### src/rtl/gpr_wb_arbiter.sv
// GPR write-port arbiter for the WB stage: merges in-order LSU->WB pipeline
// results with out-of-order mul/div results held in a one-entry buffer.
// The pipeline wins by default; a starvation counter stalls it for one cycle
// so a buffered mul/div result never waits longer than STARVE_LIMIT+1 cycles.
module gpr_wb_arbiter #(
    parameter int STARVE_LIMIT = 4,
    parameter int CNT_W        = 8
) (
    input  logic        clk,
    input  logic        rst,
    input  logic        ls_valid,
    input  logic        ls_wen,
    input  logic [4:0]  ls_rd,
    input  logic [63:0] ls_data,
    output logic        ls_ready,
    input  logic        md_valid,
    input  logic [4:0]  md_rd,
    input  logic [63:0] md_data,
    output logic        md_ready,
    output logic        gpr_wen,
    output logic [4:0]  gpr_rd,
    output logic [63:0] gpr_wdata,
    output logic        md_pend_valid,
    output logic [4:0]  md_pend_rd
);

    logic             buf_valid;
    logic [4:0]       buf_rd;
    logic [63:0]      buf_data;
    logic [CNT_W-1:0] starve_cnt;

    logic stall;
    logic l_req;
    logic grant_b;
    logic md_load;

    // Handshakes depend on state only, so no input-to-ready paths exist.
    assign stall    = buf_valid && (starve_cnt == CNT_W'(STARVE_LIMIT));
    assign ls_ready = !stall;
    assign md_ready = !buf_valid;

    // Writes to x0 are architecturally dropped, so they never contest the port.
    assign l_req   = ls_valid && ls_ready && ls_wen && (ls_rd != 5'd0);
    assign grant_b = buf_valid && !l_req;
    assign md_load = md_valid && md_ready && (md_rd != 5'd0);

    // The scoreboard sees exactly the buffered entry, straight from its flops.
    assign md_pend_valid = buf_valid;
    assign md_pend_rd    = buf_rd;

    // Mul/div buffer: loads only when empty, drains when granted.
    always_ff @(posedge clk or posedge rst) begin
        if (rst) begin
            buf_valid <= 1'b0;
            buf_rd    <= 5'd0;
            buf_data  <= 64'd0;
        end else if (md_load) begin
            buf_valid <= 1'b1;
            buf_rd    <= md_rd;
            buf_data  <= md_data;
        end else if (grant_b) begin
            buf_valid <= 1'b0;
        end
    end

    // Counts consecutive pipeline wins against a waiting buffered result.
    always_ff @(posedge clk or posedge rst) begin
        if (rst) begin
            starve_cnt <= '0;
        end else if (!buf_valid || grant_b) begin
            starve_cnt <= '0;
        end else if (l_req && (starve_cnt != CNT_W'(STARVE_LIMIT))) begin
            starve_cnt <= starve_cnt + CNT_W'(1);
        end
    end

    // Registered GPR write port; index and data hold when idle.
    always_ff @(posedge clk or posedge rst) begin
        if (rst) begin
            gpr_wen   <= 1'b0;
            gpr_rd    <= 5'd0;
            gpr_wdata <= 64'd0;
        end else if (l_req) begin
            gpr_wen   <= 1'b1;
            gpr_rd    <= ls_rd;
            gpr_wdata <= ls_data;
        end else if (grant_b) begin
            gpr_wen   <= 1'b1;
            gpr_rd    <= buf_rd;
            gpr_wdata <= buf_data;
        end else begin
            gpr_wen   <= 1'b0;
        end
    end

endmodule

### config.mk
export PLATFORM = sky130hd
export DESIGN_NAME = gpr_wb_arbiter
export DESIGN_NICKNAME = d
export VERILOG_FILES = /design/src/rtl/gpr_wb_arbiter.sv
export SDC_FILE = /design/constraint.sdc
export NUM_CORES = 1
export LEC_CHECK = 0
export CELL_PAD_IN_SITES_DETAIL_PLACEMENT = 1
export CELL_PAD_IN_SITES_GLOBAL_PLACEMENT = 1
export CORE_MARGIN = 2
export CORE_UTILIZATION = 39
export DETAILED_ROUTE_END_ITERATION = 16
export GPL_TIMING_DRIVEN = 0
export PLACE_DENSITY_LB_ADDON = 0.1
export SYNTH_ARGS = -nofsm -noshare
export SYNTH_HDL_FRONTEND = slang
export SYNTH_SLANG_ARGS = --single-unit
### constraint.sdc
create_clock -name clk -period 12.18 [get_ports clk]
set_input_delay 2.436 -clock clk [delete_from_list [all_inputs] [get_ports clk]]
set_output_delay 2.436 -clock clk [all_outputs]
set_load 0.005 [all_outputs]
==> results.toml <==
[finish]
fin_area_sq_um = 9640
antennaDiodeCount = 0
nFillCells = 1607
finalCoreUtilization_pct = 58.6
finalNetCount = 810
drive_gt1_share_pct = 36.3
areaGrowthSynthToFinish_pct = 48.2

[drt]
via_per_inst = 4.91
dr.pass1.iters = 4
vias = 4405
drtIter0Drc = 119
drt-wirelength-per-cell_microns = 19.4
ant_nets = 0
drc = 0
wirelength_microns = 17400

[timing]
finalHoldViolations = 0
fin_ws_ns = 7.29
skew_ns = 0.00807
min_period_ns = 4.89
max_slew_margin_pct = 55.7
rsz0062_at_grt = "false"
tightest_slew_ns = 0.664
fin_crit_sh_pct = 40.1
drv_slew = 0
setup_tns_ns = 0
finalSetupViolations = 0
timing.fmax_ghz = 0.205

[run]
cap_violations = 0

[floorplanning]
ios = 221
die_width_microns = 133
die_area_sq_um = 17700
num_rows = 47
start_util_pct = 39.5
die_h_microns = 133
core-area_sq_um = 16500

[pwr]
p_per_area_nw_per_um2 = 169
p_total_mw = 1.63
power_leakage_nw = 3.97
peakVddDrop_mv = 0.0989

[yosys]
postSynthCellCount = 425
netlist_area_sq_um = 6500
ys_types = 24
seq_area_frac_synth_pct = 56.9
syn_nets = 570
synth_seq_cells = 148
avgSynthCellArea_sq_um = 15.3
yosysWarnings = 0

[global_route]
grtUsageTotal_pct = 20.8
overflow = 0
grt_max_degree = 89
antenna_found_initial = 1
grt_pass1_wl_microns = 28100
grt_pass1_vias = 5116

[placed_design]
port_buffers = 220
hpwl_microns = 12400
dpl_worst_slack_ns = 7.59
gp_congestion = 0.733
place_area_sq_um = 9010

[setup_path]
critPathRequiredTime_ns = 9.74
worstPathCellList = "clkbuf_1 -> buf_2 -> inv_1 -> clkbuf_1 -> clkdlybuf4s50_1"
start_kind = "register"
cp_common_cell = "clkbuf_1"
arrival_ns = 2.45
endpoint_kind = "output port"
cp_max_fo = 10
max_stage_delay_ns = 0.61
slowest_stage = "clkdlybuf4s50_1"
crit_type = "reg2out"

[cts]
cts-buffers-inserted = 17
clockBufferDepth = 2
post-cts-setup-buffers = 0
cts_tree = "yes"
htree_levels = 4
ctsResizeCount = 0
cts_root_buf = "clkbuf_16"
clock_sinks = 148
clkLatencyLatePin_ns = 0.42
cts_hold_buffers = 0
clkTransAtPathRegs_ns = 0.06

[outcome]
status = "complete, no violations"

[worst_hold_path]
hold_path.class = "reg2reg"
-- final timing paths --
| path | startpoint | endpoint | slack, ns | cells after the start |
|---|---|---|---|---|
| max in group asynchronous | rst | buf_data[31] | 8.89 | 3 |
| min in group asynchronous | rst | gpr_wdata[9] | 2.47 | 2 |
| setup / recovery | md_pend_valid | md_ready | 7.29 | 5 |
| setup reg to reg | md_pend_valid | gpr_wdata[48] | 10.02 | 4 |
| hold reg to reg | md_pend_rd[4] | md_pend_rd[4] | 0.50 | 2 |
| hold / removal | md_pend_rd[4] | md_pend_rd[4] | 0.50 | 2 |
-- metrics by stage --
step	hold slack [ns]	instances
2_1_floorplan	0.474	425
3_5_place_dp	0.491	866
6_report	0.501	898
5_1_grt	0.510	898
4_1_cts	0.505	898
3_3_place_gp	0.480	865
-- worst max-delay path: cells and delay by family, from the launching register on --
family | cells | cell delay, ns
flops | 1 | 0.38
buf+inv | 5 | 1.66
-- cell usage after synthesis --
cell type | number | area, sq um
mux2_2 | 196 | 2210
dfrtp_1 | 148 | 3700
buf_6 | 15 | 169
nand2_1 | 13 | 48.8
clkbuf_1 | 8 | 30.0
nor3_1 | 8 | 40.0
mux2_1 | 6 | 67.6
inv_1 | 5 | 18.8
nand3_1 | 5 | 25.0
xor2_1 | 5 | 43.8
and3_1 | 2 | 12.5
ha_1 | 2 | 25.0
a22o_1 | 1 | 8.76
buf_2 | 1 | 5.00
nand4_1 | 1 | 6.26
nor2_1 | 1 | 3.75
nor2b_1 | 1 | 6.26
nor4b_1 | 1 | 8.76
o2111ai_4 | 1 | 26.3
o21ai_1 | 1 | 5.00
o21ai_4 | 1 | 16.3
or4_1 | 1 | 7.51
or4_4 | 1 | 11.3
xnor2_1 | 1 | 8.76
-- layout by cell type, fill, tap and decap left out, types with 3 or more instances in the layout --
| cell | count |
|---|---|
| buf_6 | 15 |
| clkbuf_1 | 11 |
| clkinv_2 | 3 |
| nand2_1 | 13 |
| bufinv_16 | 4 |
| nor3_1 | 8 |
| mux2_1 | 6 |
| dfrtp_1 | 148 |
| clkbuf_8 | 3 |
| nand3_1 | 5 |
| xor2_1 | 5 |
| clkdlybuf4s50_1 | 220 |
| inv_1 | 4 |
| clkbuf_16 | 17 |
| mux2_2 | 196 |
-- metal layers --
layer | vias to the layer above | global-route usage (%) | share of wire [%]
met1 | 2245 | 24.3 | 40
met5 | - | 0 | 0
li1 | 2000 | - | -
met4 | 0 | 6.21 | 1.4
met3 | 20 | 7.08 | 7.2
met2 | 140 | 36.4 | 52
-- power by group --
part	switching, mW	total, mW	internal, mW
logic	0.132	0.424	0.292
clock network	0.201	0.559	0.358
registers	0.0543	0.651	0.597
-- flip-flops by register name, summed over array words and instances, names as in the netlist --
name,count
buf_data,64
gpr_wdata,64
starve_cnt,8
gpr_rd,5
md_pend_rd,5
gpr_wen,1
md_pend_valid,1
-- kinds of logic after synthesis --
| kind of cell | count (synthesis) | synth area share, % |
|---|---|---|
| adders and majority gates | 2 | 0.385 |
| and+or+nand+nor | 34 | 2.62 |
| AOI/OAI and AO/OA | 4 | 0.866 |
| muxes | 202 | 35.0 |
| DFF | 148 | 56.9 |
| buffers and inverters | 29 | 3.42 |
| xor gates and xnor gates | 6 | 0.808 |
-- area by class of cell --
type | count | area (sq um) | share of cell area, %
flip-flops and latches | 148 | 3700 | 38.4
multi-input cells | 248 | 2580 | 26.7
repair buffers | 221 | 2230 | 23.1
inverters | 5 | 23.8 | 0.247
clock buffers | 23 | 478 | 4.96
plain buffers | 24 | 204 | 2.11
clock inverters | 9 | 150 | 1.56
well taps | 220 | 275 | 2.85
Power figures use the tool's default switching activity.
==> variant: new RTL, same settings <==
The parameter `CNT_W` goes from 8 to 12.
--- a/src/rtl/gpr_wb_arbiter.sv
+++ b/src/rtl/gpr_wb_arbiter.sv
@@ -4,7 +4,7 @@
 // so a buffered mul/div result never waits longer than STARVE_LIMIT+1 cycles.
 module gpr_wb_arbiter #(
     parameter int STARVE_LIMIT = 4,
-    parameter int CNT_W        = 8
+    parameter int CNT_W        = 12
 ) (
     input  logic        clk,
     input  logic        rst,
Function: no difference found for any inputs over 10 cycles, from zero or initial values and one cycle with rst high; that may be too few to reach the edited logic, so the function may still have changed.
==> variant against the unedited design <==
  * Design area grew 2.0%
  * Die area up 2.7%
  * Non-clock buffer count unchanged
  * First-iteration DRC count increased by 13%
  * Critical path type unchanged
  * Via count up 2.9%
  * Worst setup slack better by 230 ps
  * Sequential cell count is 4 higher
  * Highest routed layer unchanged
  * Power up 1.4%
  * Clock skew is 0.58 ps higher
  * Routed wire length grew 3.8%
  * Area after synthesis rose by 2.8%
==> variant: results (changes against the unedited design) <==
{
  "reg2reg_to": {"value": "gpr_wdata[15]"},
  "ys.warnings.count": {"value": 0, "change": "unchanged"},
  "hpwl_reported_at_the_end_of_detailed_placement": {"value": 13200, "unit": "um", "change": "+6.3%"},
  "setup.reg_to_reg.worst_slack": {"value": 9940, "unit": "ps", "change": "-80 ps"},
  "synth_fp_nets": {"value": 594, "change": "+4.2%"},
  "drt-wirelength-per-cell": {"value": 19.6, "unit": "um", "change": "+1.1%"},
  "post_route_cells_drive_above_1_share": {"value": 0.358, "change": "-0.00528"},
  "synth_sequential_area_ratio": {"value": 0.569, "change": "-0.000691"},
  "synth_area_leaders": {"value": "dfrtp_1 57%, mux2_2 34%, buf_6 2.4%"},
  "num_vias": {"value": 4532, "change": "+2.9%"},
  "worst_margin_pin_slew": {"value": 686, "unit": "ps", "change": "+22.0 ps"},
  "netlist_top_cells_count": {"value": "199 x mux2_2, 152 x dfrtp_1, 17 x nand2_1, 14 x buf_6, 13 x nor2_1"},
  "power_clock": {"value": 568, "unit": "uW", "change": "+2%"},
  "first_iter_violations": {"value": 134, "change": "+13%"},
  "layout.sequential_cells": {"value": 152, "change": "+2.7%"},
  "gr-usage-all-layers": {"value": 0.211, "change": "+0.00295"},
  "grt_pass1_wl": {"value": 29100, "unit": "um", "change": "+3.5%"},
  "dpl_cell_area": {"value": 9200, "unit": "um^2", "change": "+2.0%"},
  "ffs_w_async_s_r_synth": {"value": 1.00, "change": "unchanged"},
  "reg.largest.list": {"value": "buf_data (64), gpr_wdata (64), starve_cnt (12)"},
  "sequential_cell_area": {"value": 3800, "unit": "um^2", "change": "+2.7%"},
  "maximum_number_of_pins_on_one_net_before_global_route_repair": {"value": 91, "change": "+2.2%"},
  "clock_buffers": {"value": 21, "change": "-8.7%"},
  "number_of_global_route_vias_before_repair": {"value": 5310, "change": "+3.8%"},
  "antenna_found_initial": {"value": 0, "change": "-1"},
  "layout.nonclk_buf_frac": {"value": 0.247, "change": "-0.00561"},
  "worst-r2r-cell-count": {"value": 6, "change": "+2"},
  "status": {"value": "complete, no violations"},
  "final_nets": {"value": 834, "change": "+3.0%"},
  "critPathArrivalTime": {"value": 2220, "unit": "ps", "change": "-230 ps"},
  "power_report.internal_total": {"value": 1.26, "unit": "mW", "change": "+1.1%"},
  "comb.multi_input.count": {"value": 268, "change": "+8.1%"},
  "gp_congestion": {"value": 0.762, "change": "+3.9%"},
  "clock_area_frac": {"value": 0.0649, "change": "-0.000267"},
  "fin_skew": {"value": 8.65, "unit": "ps", "change": "+0.579 ps"},
  "clkTransAtPathRegs": {"value": 60, "unit": "ps", "change": "about the same"},
  "std_cell_core_area": {"value": 16700, "unit": "um^2", "change": "+1.4%"}
}
variant: cell count changes after synthesis, moves of 4 or more:
cell     change
xor2_1       +4
nor3_1       -7
nor2_1      +12
mux2_1       -6
nand2_1      +4
dfrtp_1      +4
variant: critical path, cell delays in order, from the launching register on:
cell             delay, ps
dfrtp_1                340
buf_2                  290
buf_1                  520
inv_1                  140
clkdlybuf4s50_1        510
variant: worst min path at each step:
stage / depth (start not counted) / from / slack (ps) / endpoint
floorplan: 1 / starve_cnt[0] / 450 / starve_cnt[0]
global placement: 1 / starve_cnt[0] / 460 / starve_cnt[0]
detailed placement: 1 / starve_cnt[0] / 480 / starve_cnt[0]
CTS: 1 / starve_cnt[0] / 490 / starve_cnt[0]
global route: 1 / starve_cnt[0] / 510 / starve_cnt[0]
finish: 1 / starve_cnt[0] / 490 / starve_cnt[0]
variant: layer usage:
| metal | vias up | GRT usage | wire (um) |
|---|---|---|---|
| met5 | - | 0 | 0 |
| met3 | 25 | 0.0679 | 1220 |
| met2 | 147 | 0.364 | 9170 |
| met1 | 2292 | 0.251 | 7350 |
| met4 | 0 | 0.0654 | 337 |
| li1 | 2068 | - | - |
variant: cell families (layout without fill, tap and decap cells):
group | after synthesis | after routing | share of synthesized area
fa+ha+maj | 2 | 2 | 0.00374
mux | 199 | 199 | 0.335
compound gates | 5 | 5 | 0.00767
simple gates | 52 | 52 | 0.0395
flops | 152 | 152 | 0.569
xor+xnor | 10 | 10 | 0.0131
buf+inv | 29 | 282 | 0.0324
variant: metrics by stage:
step                      setup slack (ps)  instances  power, mW   util
after global routing                  7360        922       1.75  0.589
after detailed placement              7620        890       1.10  0.551
after CTS                             7450        922       1.68  0.589
after global placement                3560        889       1.08  0.549
after floorplan                       5650        449      0.866      -
final                                 7530        922       1.66  0.589
